[config.mk]
export PLATFORM = sky130hd
export DESIGN_NAME = alu_issue_ctrl
export DESIGN_NICKNAME = d
export VERILOG_FILES = /design/src/rtl/alu_issue_ctrl.sv
export SDC_FILE = /design/constraint.sdc
export NUM_CORES = 1
export LEC_CHECK = 0
export CORE_ASPECT_RATIO = 1.2
export CORE_UTILIZATION = 39
export CTS_BUF_LIST = sky130_fd_sc_hd__clkbuf_4 sky130_fd_sc_hd__clkbuf_8
export DETAILED_ROUTE_END_ITERATION = 8
export MAX_ROUTING_LAYER = met4
export PLACE_DENSITY = 0.68
export SYNTH_ARGS = -nofsm -noshare
export SYNTH_HDL_FRONTEND = slang
export SYNTH_SLANG_ARGS = --single-unit
[constraint.sdc]
create_clock -name clock -period 2.1 [get_ports clock]
set_clock_uncertainty 0.1 [all_clocks]
set_input_delay 0.315 -clock clock [delete_from_list [all_inputs] [get_ports clock]]
set_output_delay 0.315 -clock clock [all_outputs]
set_load 0.02 [all_outputs]
[src/rtl/alu_issue_ctrl.sv]
// Initiator side of the 8-bit ALU interface: issues 16-bit instructions to an external
// combinational ALU, holds its operands, captures the result and retires it into a register file.
module alu_issue_ctrl #(
    parameter int REG_AW      = 3,
    parameter int HOLD_CYCLES = 1
) (
    input  logic              clock,
    input  logic              reset_n,
    input  logic              inst_valid,
    output logic              inst_ready,
    input  logic [15:0]       inst,
    output logic [7:0]        alu_reg1,
    output logic [7:0]        alu_reg2,
    output logic [3:0]        alu_func,
    output logic [2:0]        alu_spec_fun,
    input  logic [7:0]        alu_res,
    input  logic              alu_carry,
    input  logic              alu_br,
    output logic              done,
    output logic              br_valid,
    output logic              br_taken,
    output logic              carry_flag,
    output logic              illegal,
    input  logic [REG_AW-1:0] dbg_addr,
    output logic [7:0]        dbg_data
);
    localparam int NREGS = 1 << REG_AW;
    localparam int HOLD  = (HOLD_CYCLES < 1) ? 1 : HOLD_CYCLES;
    localparam int CNT_W = (HOLD > 1) ? $clog2(HOLD) : 1;
    localparam logic [CNT_W-1:0] HOLD_LAST = CNT_W'(HOLD - 1);

    localparam logic [3:0] F_ADD  = 4'b0000;
    localparam logic [3:0] F_SL   = 4'b0011;
    localparam logic [3:0] F_SR   = 4'b0100;
    localparam logic [3:0] F_STT  = 4'b0101;
    localparam logic [3:0] F_STF  = 4'b0110;
    localparam logic [3:0] F_SPEC = 4'b0111;
    localparam logic [3:0] F_SLW  = 4'b1010;
    localparam logic [3:0] F_SHG  = 4'b1011;
    localparam logic [3:0] F_BE   = 4'b1100;
    localparam logic [3:0] F_BLT  = 4'b1101;

    typedef enum logic [1:0] {
        IDLE    = 2'd0,
        ISSUE   = 2'd1,
        CAPTURE = 2'd2,
        WRITE   = 2'd3
    } state_t;

    state_t            state;
    state_t            state_next;
    logic [CNT_W-1:0]  hold_cnt;
    logic [7:0]        regs [NREGS];
    logic [REG_AW-1:0] rd_addr;
    logic [REG_AW-1:0] rs2_addr;
    logic [REG_AW-1:0] rd_addr_q;
    logic [7:0]        res_q;
    logic              carry_q;
    logic              br_q;
    logic              handshake;
    logic              spec_ok;
    logic              do_write;
    logic              do_carry;
    logic              is_branch;
    logic              is_illegal;
    logic              unused_bits;

    assign rd_addr     = REG_AW'(inst[11:9]);
    assign rs2_addr    = REG_AW'(inst[7:5]);
    assign unused_bits = inst[3];
    assign inst_ready  = (state == IDLE);
    assign handshake   = inst_valid && inst_ready;

    always_ff @(posedge clock or negedge reset_n) begin
        if (!reset_n) begin
            state    <= IDLE;
            hold_cnt <= '0;
        end else begin
            state <= state_next;
            if (state == ISSUE)
                hold_cnt <= hold_cnt + 1'b1;
            else
                hold_cnt <= '0;
        end
    end

    always_comb begin
        state_next = state;
        case (state)
            IDLE:    if (handshake) state_next = ISSUE;
            ISSUE:   if (hold_cnt == HOLD_LAST) state_next = CAPTURE;
            CAPTURE: state_next = WRITE;
            WRITE:   state_next = IDLE;
            default: state_next = IDLE;
        endcase
    end

    // Operand snapshot at the handshake keeps the ALU inputs frozen until the next instruction.
    always_ff @(posedge clock or negedge reset_n) begin
        if (!reset_n) begin
            alu_reg1     <= '0;
            alu_reg2     <= '0;
            alu_func     <= '0;
            alu_spec_fun <= '0;
            rd_addr_q    <= '0;
        end else if (handshake) begin
            alu_reg1     <= regs[rd_addr];
            alu_reg2     <= inst[8] ? {4'b0000, inst[7:4]} : regs[rs2_addr];
            alu_func     <= inst[15:12];
            alu_spec_fun <= inst[2:0];
            rd_addr_q    <= rd_addr;
        end
    end

    always_ff @(posedge clock or negedge reset_n) begin
        if (!reset_n) begin
            res_q   <= '0;
            carry_q <= 1'b0;
            br_q    <= 1'b0;
        end else if (state == CAPTURE) begin
            res_q   <= alu_res;
            carry_q <= alu_carry;
            br_q    <= alu_br;
        end
    end

    assign spec_ok = (alu_spec_fun == 3'b000) || (alu_spec_fun == 3'b001) ||
                     (alu_spec_fun == 3'b011) || (alu_spec_fun == 3'b100);

    always_comb begin
        do_write   = 1'b0;
        do_carry   = 1'b0;
        is_branch  = 1'b0;
        is_illegal = 1'b0;
        case (alu_func)
            F_ADD: begin
                do_write = 1'b1;
                do_carry = 1'b1;
            end
            F_SL, F_SR, F_STT, F_STF, F_SLW, F_SHG: do_write = 1'b1;
            F_SPEC: begin
                do_write   = spec_ok;
                is_illegal = !spec_ok;
            end
            F_BE, F_BLT: is_branch = 1'b1;
            default:     is_illegal = 1'b1;
        endcase
    end

    assign done     = (state == WRITE);
    assign br_valid = done && is_branch;
    assign br_taken = br_valid && br_q;
    assign illegal  = done && is_illegal;

    // Retirement lands on the edge leaving WRITE, so a following snapshot sees the new value.
    always_ff @(posedge clock or negedge reset_n) begin
        if (!reset_n) begin
            for (int i = 0; i < NREGS; i++)
                regs[i] <= '0;
            carry_flag <= 1'b0;
        end else if (state == WRITE) begin
            if (do_write)
                regs[rd_addr_q] <= res_q;
            if (do_carry)
                carry_flag <= carry_q;
        end
    end

    assign dbg_data = regs[dbg_addr];

endmodule
==> results of run 1 <==
## cell usage after synthesis, drive strengths merged, types with 2 or more instances
master	instances
mux2	30
nand2	25
buf	54
a21boi	33
a2111oi	4
o21ai	18
o31a	8
clkbuf	34
nor3b	4
o31ai	3
ha	4
a22oi	3
dfrtp	104
and4b	2
and2	3
nand3	121
o21a	24
mux2i	17
a31oi	4
nor2	62
a21oi	63
nand2b	10
or4	8
nor2b	10
a32o	4
a211oi	5
and3b	2
o211ai	64
inv	4
mux4	40
nand3b	3
## critical path: stages
cell and delay [ns]:
sky130_fd_sc_hd__dlygate4sd2_1 0.29, sky130_fd_sc_hd__bufbuf_16 0.31, sky130_fd_sc_hd__buf_4 0.11, sky130_fd_sc_hd__mux4_2 0.28, sky130_fd_sc_hd__mux2_4 0.30, sky130_fd_sc_hd__buf_6 0.14
## state kept, by name, indices dropped and copies added (netlist names)
| register | count |
|---|---|
| alu_func | 4 |
| alu_reg1 | 8 |
| alu_reg2 | 8 |
| alu_spec_fun | 3 |
| br_q | 1 |
| carry_flag | 1 |
| carry_q | 1 |
| hold_cnt | 1 |
| rd_addr_q | 3 |
| regs | 64 |
| res_q | 8 |
| state | 2 |
## kinds of logic after synthesis
family,share of synthesized area
AO/OA/AOI/OAI,0.217
XOR/XNOR,0.00119
adder cells (fa/ha/maj),0.00681
buffers and inverters,0.0579
flip-flops,0.354
multiplexers,0.192
AND/OR/NAND/NOR,0.171
## metrics by stage
step | utilization | area [µm²] | hold slack [ns] | power, mW | setup TNS [ns]
final | 0.514 | 9420 | 0.363 | 12.9 | -0.205
after global routing | 0.514 | 9420 | 0.396 | 13.7 | -0.489
after CTS | 0.513 | 9390 | 0.367 | 12.8 | -0.334
after detailed placement | 0.495 | 9060 | 0.338 | 11.2 | -6.64
after global placement | 0.495 | 9060 | 0.339 | 11.1 | -6.11
after floorplan | - | 7340 | -0.0806 | 8.04 | 0
## how the worst max path moves through the flow
stage / slack, ns / endpoint
2_1_floorplan: 0.005 / dbg_data[4]
3_3_place_gp: -0.71 / dbg_data[1]
3_5_place_dp: -0.72 / dbg_data[1]
4_1_cts: -0.09 / dbg_data[0]
5_1_grt: -0.1 / dbg_data[0]
6_report: -0.07 / dbg_data[3]
## layer usage
metal | wire (µm) | vias up | part of all wire | global-route usage
met4 | 1080 | 0 | 0.044 | 0.135
met5 | 0 | - | 0 | -
met2 | 11700 | 418 | 0.48 | 0.416
met3 | 1890 | 91 | 0.077 | 0.0509
li1 | - | 3171 | - | -
met1 | 9890 | 3628 | 0.40 | 0.342
## layout make-up
type                    count  area share
flip-flops and latches    104       0.277
clock inverters             5     0.00850
multi-input cells         581       0.464
repair buffers            192       0.201
well taps                 252      0.0335
inverters                   4     0.00159
clock buffers              11      0.0154
## what timing repair did
action                                  in CTS  in global routing
pin swaps                                    0                  1
gates resized for setup                     69                  9
hold buffers                                 1                  0
setup buffers                                1                  2
hold endpoints to repair                   104                  0
gates cloned                                 2                  0
endpoints found under the setup margin      13                 12
## power breakdown
part,switching [mW],internal [mW]
clock network,0.779,0.717
logic,4.28,3.78
registers,0.643,2.69
total,5.70,7.18
==> impl_metrics.json, run 1 <==
{
  "standard_cell_rows": 54,
  "number_of_antenna_violations_at_the_first_check_in_global_routing": 0,
  "power.static_leakage_nw": 3.36,
  "critical_path_arrival_ns": 1.76,
  "yosysTopAreaCell": "sky130_fd_sc_hd__dfrtp_1",
  "startpoint_type": "input port",
  "worst_slew_pin_slew_ns": 0.623,
  "async_reset_ff_frac": 1.00,
  "die_area_um2": 19400,
  "chipWidth_um": 127,
  "starting_density_of_the_core": 0.401,
  "post_syn_area_per_cell_um2": 9.45,
  "multi_input_area_um2": 4360,
  "syn_nets": 813,
  "placement.setup.worst_slack_ns": -0.715,
  "largest_net_degree_at_the_start_of_global_routing": 105,
  "end_kind": "primary output",
  "layout_setup_ws_ns": -0.0732,
  "synth_sequential_area_ratio": 0.354,
  "routed_wl_mm": 24.6,
  "grt.total_usage": 0.271,
  "drt-pass1-iter-count": 7,
  "timing.hold.worst_endpoint": "hold_cnt",
  "final-max-slew-violation-count": 0,
  "synth-main-ff-cell": "sky130_fd_sc_hd__dfrtp_1",
  "finalSetupViolations": 7,
  "fin_crit_ns": 2.17,
  "portBuffers": 67,
  "relSlewSlack": 0.585,
  "cp_max_fo": 7,
  "failing_checks": "setup timing",
  "final-hold-violation-count": 0,
  "p_per_area_nw_per_um2": 1370,
  "nNetsFinal": 928,
  "rsz0062_at_grt": "yes",
  "stdcell_count": 1149,
  "io_pins": 69,
  "detail-route-antenna-nets": 0,
  "hold_path_class": "reg2reg",
  "via_count_of_the_first_global_routing_pass": 7218,
  "layout-drive-gt1-share": 0.260,
  "maximum_root_to_sink_buffer_count": 2,
  "clock-root-buffer": "sky130_fd_sc_hd__clkbuf_8",
  "fillerInstances": 1638,
  "yosysTopAreaCellShare": 0.354,
  "cts_buffers": 9,
  "hpwl_mm": 15.9,
  "routed_wire_length_per_instance_um": 21.4,
  "grt_pass1_wl_mm": 39.7,
  "gr-total-overflow": 0,
  "number_of_inserted_diodes": 0,
  "gp_congestion": 0.904,
  "timing.critical_path.required_ns": 1.68,
  "drv_cap": 0,
  "timing.rr.end": "regs[63]",
  "route.detailed.drc": 0,
  "layout_common_cells": "sky130_fd_sc_hd__nand3_1 (121), sky130_fd_sc_hd__buf_4 (104), sky130_fd_sc_hd__dfrtp_1 (101), sky130_fd_sc_hd__o211ai_1 (64), sky130_fd_sc_hd__a21oi_1 (63)",
  "mappedNetlistArea_um2": 7340,
  "cts_sinks": 104,
  "mostFrequentLayoutCell": "sky130_fd_sc_hd__nand3_1",
  "holdPathStages": 1,
  "ff_latch_area_um2": 2610,
  "worst_r2r_path_depth": 6,
  "area_delta_synth_final_pct": 28.2,
  "setup_slack_reg_to_reg_ns": 0.09,
  "core_area_um2": 18300,
  "tritoncts": "built",
  "viasPerCell": 6.36,
  "vias": 7308,
  "clkLatencyLatePin_ns": 0.39,
  "ys_seq_elements": 104,
  "cp-startpoint": "dbg_addr[1]",
  "drt_iter0_drc": 1168,
  "netlist_instances": 777,
  "placed_instance_count": 1127,
  "ys_top_cells_by_area": "sky130_fd_sc_hd__dfrtp_1 (35%), sky130_fd_sc_hd__mux4_2 (12%), sky130_fd_sc_hd__nand3_1 (8.2%)",
  "critPathKind": "in2out",
  "timing.final.crit_share": 1.03,
  "clkSlewWorstSetupHoldPaths_ns": 0.11,
  "r2r-start": "alu_func[2]",
  "ys_types": 42,
  "cts_max_level": 3,
  "synth.yosys.warnings": 0,
  "max_freq_mhz": 460,
  "hold_path_startpoint": "hold_cnt",
  "outcome": "finished, violations left",
  "fp.dieH_um": 152,
  "number_of_synthesized_flops_with_an_enable_pin": 0,
  "irDropWorstVdd_uv": 604
}
(Power assumes the default switching activity.)
==> run 2: changes to the inputs <==
- TNS_END_PERCENT: default -> 5
==> impl_metrics.json, run 2 (synthesis results as in run 1) <==
{
  "detail-route-antenna-nets": 0,
  "drt-pass1-iter-count": 6,
  "clock-root-buffer": "sky130_fd_sc_hd__clkbuf_8",
  "number_of_inserted_diodes": 0,
  "clkSlewWorstSetupHoldPaths_ns": 0.12,
  "timing.final.crit_share": 1.04,
  "stdcell_count": 1146,
  "cts_buffers": 9,
  "area_delta_synth_final_pct": 27.0,
  "finalSetupViolations": 8,
  "r2r-start": "alu_func[2]",
  "gr-total-overflow": 0,
  "setup-tns-final_ns": -0.306,
  "portBuffers": 67,
  "maximum_root_to_sink_buffer_count": 2,
  "nNetsFinal": 925,
  "worst_r2r_path_depth": 6,
  "largest_net_degree_at_the_start_of_global_routing": 105,
  "viasPerCell": 6.27,
  "die_area_um2": 19400,
  "final-max-slew-violation-count": 0,
  "p_per_area_nw_per_um2": 1380,
  "rsz0062_at_grt": "yes",
  "irDropWorstVdd_uv": 611,
  "standard_cell_rows": 54,
  "cp_max_fo": 4,
  "switchingPower_mw": 5.71,
  "critPathKind": "reg2out",
  "mostFrequentLayoutCell": "sky130_fd_sc_hd__nand3_1",
  "end_kind": "primary output",
  "layout-drive-gt1-share": 0.257,
  "share_clk_of_total_power": 0.117,
  "final-hold-violation-count": 0,
  "worst_path_cell_chain": "mux4_2 > mux2_4 > buf_6",
  "critPathSlowestCell": "sky130_fd_sc_hd__dfrtp_2",
  "via_count_of_the_first_global_routing_pass": 7239,
  "gp_congestion": 0.904,
  "startpoint_type": "flip-flop",
  "top_register": "regs",
  "holdPathStages": 1,
  "drt_iter0_drc": 1031,
  "layout_common_cells": "sky130_fd_sc_hd__nand3_1 (121), sky130_fd_sc_hd__buf_4 (103), sky130_fd_sc_hd__dfrtp_1 (101), sky130_fd_sc_hd__o211ai_1 (64), sky130_fd_sc_hd__a21oi_1 (63)",
  "fin_crit_ns": 2.18,
  "core_area_um2": 18300,
  "placed_instance_count": 1127,
  "cts_sinks": 104,
  "route.detailed.drc": 0,
  "timing.critical_path.required_ns": 1.68,
  "cell_internal_pwr_mw": 7.13,
  "share_comb_of_total_power": 0.623,
  "timing.rr.end": "regs[63]",
  "tritoncts": "built",
  "largest_register_ffs": 64,
  "routed_wire_length_per_instance_um": 21.4,
  "cp_slowest_stage_delay_ns": 0.47,
  "grt_pass1_wl_mm": 39.7,
  "hold_path_class": "reg2reg",
  "setup_slack_reg_to_reg_ns": 0.10,
  "hpwl_mm": 15.9,
  "chipWidth_um": 127,
  "worst_path_dominant_cell_family": "multiplexers",
  "fp.dieH_um": 152,
  "drv_cap": 0,
  "report.power.total_mw": 12.8,
  "grt.total_usage": 0.270,
  "cp-startpoint": "regs[32]",
  "vias": 7187,
  "number_of_antenna_violations_at_the_first_check_in_global_routing": 0,
  "relSlewSlack": 0.577,
  "clkLatencyLatePin_ns": 0.40,
  "p_seq_frac": 0.260,
  "cts_max_level": 3,
  "outcome": "finished, violations left",
  "routed_wl_mm": 24.5,
  "layout_setup_ws_ns": -0.0752,
  "max_freq_mhz": 460,
  "critPathCapture": "dbg_data[0]",
  "worstSetupPathDepth": 3,
  "starting_density_of_the_core": 0.401,
  "power.share.switching": 0.444,
  "critical_path_arrival_ns": 1.76,
  "crit_buf_inv": 1,
  "worst_slew_pin_slew_ns": 0.634,
  "io_pins": 69,
  "failing_checks": "setup timing",
  "power.static_leakage_nw": 3.29
}
-- run 2: changes by cell type in the layout (fill, tap and decap cells not counted), sizes merged --
cell | before | now
buf | 134 | 131
bufbuf | 1 | 0
dlygate4sd2 | 2 | 3
-- run 2: layer usage --
layer  vias to the layer above  share of wire  track usage
li1                       3159              -            -
met1                      3546           0.41        0.345
met2                       385           0.48        0.415
met3                        97          0.074       0.0460
met4                         0          0.043        0.132
met5                         -              0            -
-- run 2: how the worst min path moves through the flow --
stage	slack (ns)	end	startpoint
6_report	0.36	hold_cnt	hold_cnt
2_1_floorplan	-0.08	alu_func[0]	reset_n
5_1_grt	0.40	hold_cnt	hold_cnt
3_5_place_dp	0.34	br_q	reset_n
4_1_cts	0.37	hold_cnt	hold_cnt
3_3_place_gp	0.34	br_q	reset_n
-- run 2: cell type report --
class                   count  area, µm²
inverters                   4       15.0
clock buffers              11        145
repair buffers            189       1820
flip-flops and latches    104       2610
well taps                 252        315
multi-input cells         581       4350
clock inverters             5       80.1
fillers                  1657       8980
-- run 2: timing repair --
item | in CTS | in global routing
hold endpoints to repair | 104 | 0
resized for setup | 49 | 14
cloned | 1 | 0
hold buffers | 1 | 0
setup endpoints to repair | 13 | 12
setup buffers | 0 | 1
-- run 2: power groups by stage --
stage	Clock [mW]	Sequential, mW	Combinational, mW
2_1_floorplan	0	3.47	4.57
6_report	1.50	3.33	8.00
3_5_place_dp	0	3.35	7.89
3_3_place_gp	0	3.33	7.75
5_1_grt	1.59	3.40	8.62
4_1_cts	1.51	3.31	7.88
-- run 2: stage by stage --
step	setup WS (ns)	cell area [µm²]	hold WS (ns)	utilization
after CTS	-0.188	9290	0.367	0.507
after floorplan	0.00503	7340	-0.0806	-
after global placement	-0.708	9060	0.339	0.495
after detailed placement	-0.715	9060	0.338	0.495
final	-0.0752	9330	0.363	0.509
after global routing	-0.0972	9330	0.396	0.509
==> patch 1: new RTL, settings of run 1 <==
The parameter `REG_AW` goes from 3 to 4.
--- a/src/rtl/alu_issue_ctrl.sv
+++ b/src/rtl/alu_issue_ctrl.sv
@@ -1,7 +1,7 @@
 // Initiator side of the 8-bit ALU interface: issues 16-bit instructions to an external
 // combinational ALU, holds its operands, captures the result and retires it into a register file.
 module alu_issue_ctrl #(
-    parameter int REG_AW      = 3,
+    parameter int REG_AW      = 4,
     parameter int HOLD_CYCLES = 1
 ) (
     input  logic              clock,
Interface: changed (resized dbg_addr); port bits go from 69 to 70. The function was not compared with the original's and may differ.
==> patch 1 against run 1 <==
- the run ends with design-rule violations, negative setup slack left
- power down 22%
- clock power decreased by 9%
- sequential cell count did not move
- area after synthesis is 23% lower
- final cell count fell by 36%
- sequential share of layout area grew 5.8 points
- count of clock-buffer cells in the layout rose by 2
- synthesized cell count is 48% lower
- cell area shrank 17%
- first-iteration DRC count is 73% lower
- routed wire length is 36% lower
- setup slack worse by 0.017 ns
- critical path type is now flop to flop
- critical endpoint is now regs[96]
- highest routed layer unchanged
==> patch 1: results (changes against run 1) <==
GRT
  • GRT met1 Usage: 29.0% (was 34.2%)
  • First-pass GRT wire length: 24500 um (was 39700 um)
  • Tot GR Track Use: 22.8% (was 27.1%)
  • GRT met3 Usage: 4.55% (was 5.09%)

Drt
  • Met3 wire len: 885 um (was 1890 um)
  • Routed met1 length: 6700 um (was 9890 um)
  • Routed WL: 15700 um (was 24600 um)
  • Drc violations: 7 (was 0)
  • Initial DRC count: 316 (was 1168)

Critical path
  • Max stage delay on crit path: 0.57 ns (was 0.31 ns)
  • Crit path max fanout: 8 (was 7)

Synth
  • Seq/Total Area, Yosys: 46.1% (was 35.4%)
  • Syn nets: 440 (was 813)
  • Synth Area in XOR/XNOR: 0.155% (was 0.119%)
  • Synth Area in Compound Gates: 4.52% (was 21.7%)
  • Top cells by area, synth: dfrtp_1, mux4_2, mux2_2, mux2i_1, mux2_4 (was dfrtp_1, mux4_2, nand3_1, o211ai_1, mux2_2)

Power
  • Static Leakage: 3.51 nW (was 3.36 nW)
  • Int Pwr: 6.56 mW (was 7.18 mW)

Timing
  • Final setup vio count: 40 (was 7)
  • Slew HR: 69.9% (was 58.5%)
  • Final worst setup slack: -0.0902 ns (was -0.0732 ns)
  • Setup TNS: -1.67 ns (was -0.205 ns)

Status
  • Failing checks: design-rule violations, negative setup slack (was negative setup slack)
  • Outcome: complete, but fails checks (unchanged)

Place
  • Hpwl dp: 9860 um (was 15900 um)
  • Post-DP Area: 7120 um2 (was 9060 um2)

Final layout
  • Filler cell count: 1133 (was 1638)
patch 1: timing repair:
action                     4_1_cts  5_1_grt
setup endpoints to repair       69       77
hold buffers                     1        0
hold endpoints to repair        28        0
setup buffers                   27        9
resized for setup               86       13
pin swaps                        7        3
gates cloned                     2        0
patch 1: metrics by stage:
step	util [%]	power, mW	hold WS (ns)	setup slack, ns	instances
2_1_floorplan	-	6.14	-0.0806	-0.103	403
3_3_place_gp	51.1	7.80	0.187	-0.649	679
3_5_place_dp	51.1	7.95	0.198	-0.653	679
4_1_cts	55.3	9.86	0.320	-0.0783	725
5_1_grt	55.9	10.6	0.341	-0.143	734
6_report	55.9	10.0	0.308	-0.0902	734
patch 1: path summary, 6_finish.rpt:
kind / startpoint / end / slack (ns) / cells after the start
worst max-delay path: alu_spec_fun[0] / regs[96] / -0.09 / 4
worst min-delay path: reset_n / regs[91] / 0.31 / 2
worst max register to register: alu_spec_fun[0] / regs[96] / -0.09 / 4
worst min register to register: hold_cnt / hold_cnt / 0.38 / 1
max in group asynchronous: reset_n / alu_spec_fun[0] / 1.01 / 3
min in group clock: hold_cnt / hold_cnt / 0.38 / 1
patch 1: area by class of cell:
type                            count  area share (%)
Clock buffer                       13            2.14
Clock inverter                      3           0.610
Inverter                            5           0.241
Multi-Input combinational cell    264            39.2
Sequential cell                   104            33.5
Tap cell                          171            2.75
Timing Repair Buffer              174            21.6
patch 1: power groups by stage:
| stage | logic, mW | registers (mW) | clock network [mW] |
|---|---|---|---|
| floorplan | 2.42 | 3.72 | 0 |
| global placement | 4.16 | 3.64 | 0 |
| detailed placement | 4.25 | 3.70 | 0 |
| CTS | 4.88 | 3.58 | 1.40 |
| global route | 5.38 | 3.73 | 1.48 |
| finish | 5.04 | 3.62 | 1.37 |
==> patch 2: new RTL, config.mk and constraints of run 1 <==
Without the edit above. Re-encode `state_t` (4 states) as one-hot, 4 bits wide.
--- a/src/rtl/alu_issue_ctrl.sv
+++ b/src/rtl/alu_issue_ctrl.sv
@@ -40,11 +40,11 @@
     localparam logic [3:0] F_BE   = 4'b1100;
     localparam logic [3:0] F_BLT  = 4'b1101;
 
-    typedef enum logic [1:0] {
-        IDLE    = 2'd0,
-        ISSUE   = 2'd1,
-        CAPTURE = 2'd2,
-        WRITE   = 2'd3
+    typedef enum logic [3:0] {
+        IDLE    = 4'b0001,
+        ISSUE   = 4'b0010,
+        CAPTURE = 4'b0100,
+        WRITE   = 4'b1000
     } state_t;
 
     state_t            state;
Behaviour: same outputs for any inputs over 4 cycles, from zero or initial values and one cycle with reset_n low; so few cycles prove little.
==> patch 2 against run 1 <==
- the flow still finishes with violations (negative setup slack)
- area after synthesis down 22%
- routed wire length decreased by 32%
- setup slack got worse by 0.0041 ns
- sequential cell count up 2
- sequential share of layout area grew 5.5 points
- cell area is 15% lower
- first-iteration DRC count down 69%
- critical endpoint is now br_taken
Power is not compared: it rests on default switching activity, and its combinational part moved more than twofold at a synthesized area within 25%.
==> patch 2: results (changes against run 1) <==
Power
  • Peak VDD IR: 0.00103 V

Synth
  • Seq/Total Area, Yosys: 46.5% (was 35.4%)
  • Yosys cell types: 45 (was 42)
  • Top cells by area, synth: dfrtp_1, mux4_2, o2bb2ai_1, mux2_2, mux2i_1 (was dfrtp_1, mux4_2, nand3_1, o211ai_1, mux2_2)
  • Commonest cells post-synth: dfrtp_1, o2bb2ai_1, mux4_2, mux2_2, nand2_1 (was nand3_1, dfrtp_1, o211ai_1, a21oi_1, nor2_1)
  • Post-Syn Instances: 391 (was 777)
  • Syn nets: 423 (was 813)

Drt
  • Initial DRC count: 361 (was 1168)
  • Routed met1 length: 6440 um (was 9890 um)
  • Met2 routed WL: 8600 um (was 11700 um)
  • Avg WL per Cell: 22.0 um (was 21.4 um)
  • Via count: 4479 (was 7308)
  • TritonRoute pass-1 iters: 5 (was 7)
  • Max Used Layer: met4 (unchanged)
  • Routed WL: 16700 um (was 24600 um)
  • Met3 wire len: 917 um (was 1890 um)

Clocking
  • Worst-Skew Late Latency: 0.39 ns (about the same)
  • H-tree Lvls: 3 (unchanged)
  • Clock buffer count from CTS: 9 (unchanged)

Critical path
  • Crit path max fanout: 3 (was 7)
  • Crit path DAT: 1.76 ns (about the same)
  • RR Startpoint: alu_func[0] (was alu_func[2])
  • Worst-case reg-to-reg path depth: 7 (was 6)
  • Crit path max-delay cell type: or4b_4 (was bufbuf_16)
  • CP delay by family, top: simple AND/OR/NAND/NOR gates (was buffers and inverters)
  • Max stage delay on crit path: 0.57 ns (was 0.31 ns)
  • End of the worst register-to-register path: regs[33] (was regs[63])

GRT
  • Number of global-route vias before repair: 4856 (was 7218)
  • Largest net degree at the start of global routing: 44 (was 105)
  • Tot GR Track Use: 24.4% (was 27.1%)
  • First-pass GRT wire length: 26700 um (was 39700 um)

Place
  • Placed Instances: 715 (was 1127)
  • RePlAce Congestion: 0.883 (was 0.904)
  • Hpwl dp: 11400 um (was 15900 um)
  • Place WS: -0.709 ns (was -0.715 ns)

Status
  • Failing checks: negative setup slack (unchanged)
  • Outcome: complete, but fails checks (unchanged)

Final layout
  • ANT cells: 0 (unchanged)
  • Max reg flops: 64 (unchanged)
  • Fin nets: 608 (was 928)
  • Filler cell count: 1146 (was 1638)
  • Layout cell share with drive strength beyond 1: 47.5% (was 26.0%)

Worst hold path
  • Worst hold path type: input port to async pin (was flop to flop)

Timing
  • Worst slew pin tran: 0.588 ns (was 0.623 ns)
  • Final setup vio count: 5 (was 7)
  • Final worst setup slack: -0.0773 ns (was -0.0732 ns)
==> patch 2: cell types whose count changed after synthesis, moves of 33 or more <==
cell / delta
a21boi_0: -33
a21oi_1: -58
nand3_1: -120
o2bb2ai_1: +63
nor2_1: -55
o211ai_1: -64
==> patch 2: cell families (layout without fill, tap and decap cells) <==
group	count (synthesis)	in the layout	synth area share, %
AO/OA/AOI/OAI	106	106	17.1
buffers and inverters	30	220	3.49
flip-flops	106	106	46.5
multiplexers	92	92	27.4
AND/OR/NAND/NOR	57	57	5.46
==> patch 2: timing repair <==
item                       CTS  global route
setup endpoints to repair   44            30
hold buffers                 1             0
gates resized for setup     91            10
hold endpoints to repair    40             0
gates cloned                 2             0
pin swaps                    8             2
setup buffers                9            13
==> patch 2: area by class of cell <==
type | count | share of cell area [%]
well taps | 175 | 2.74
clock buffers | 10 | 1.72
multi-input cells | 255 | 36.9
clock inverters | 6 | 0.782
inverters | 2 | 0.250
flip-flops and latches | 106 | 33.2
repair buffers | 202 | 24.4
==> patch 2: report_power, final <==
| part | internal [mW] | switching (mW) |
|---|---|---|
| clock | 0.587 | 0.722 |
| combinational | 1.22 | 1.34 |
| sequential | 2.33 | 0.258 |
| total | 4.14 | 2.32 |
==> patch 2: worst max path at each step <==
stage,start,endpoint
after floorplan,state[2],br_taken
after global placement,dbg_addr[0],dbg_data[3]
after detailed placement,dbg_addr[0],dbg_data[6]
after CTS,state[0],br_taken
after global routing,state[0],br_taken
final,state[0],br_taken
==> patch 2: layer usage <==
metal,track usage (%),vias to the layer above
met5,-,-
met4,12.8,0
met3,3.37,52
met2,40.7,176
met1,28.9,2310
li1,-,1941
==> patch 2: stage by stage <==
stage | power [mW] | utilization [%] | hold slack, ns | TNS (ns) | cell area, um2
detailed placement | 5.08 | 51.7 | 0.258 | -7.31 | 7420
floorplan | 4.00 | - | -0.0806 | -0.0377 | 5720
global placement | 5.00 | 51.7 | 0.253 | -6.49 | 7420
finish | 6.46 | 55.7 | 0.369 | -0.171 | 8000
global route | 6.79 | 55.7 | 0.400 | -0.621 | 8000
CTS | 6.49 | 54.7 | 0.382 | -0.205 | 7860
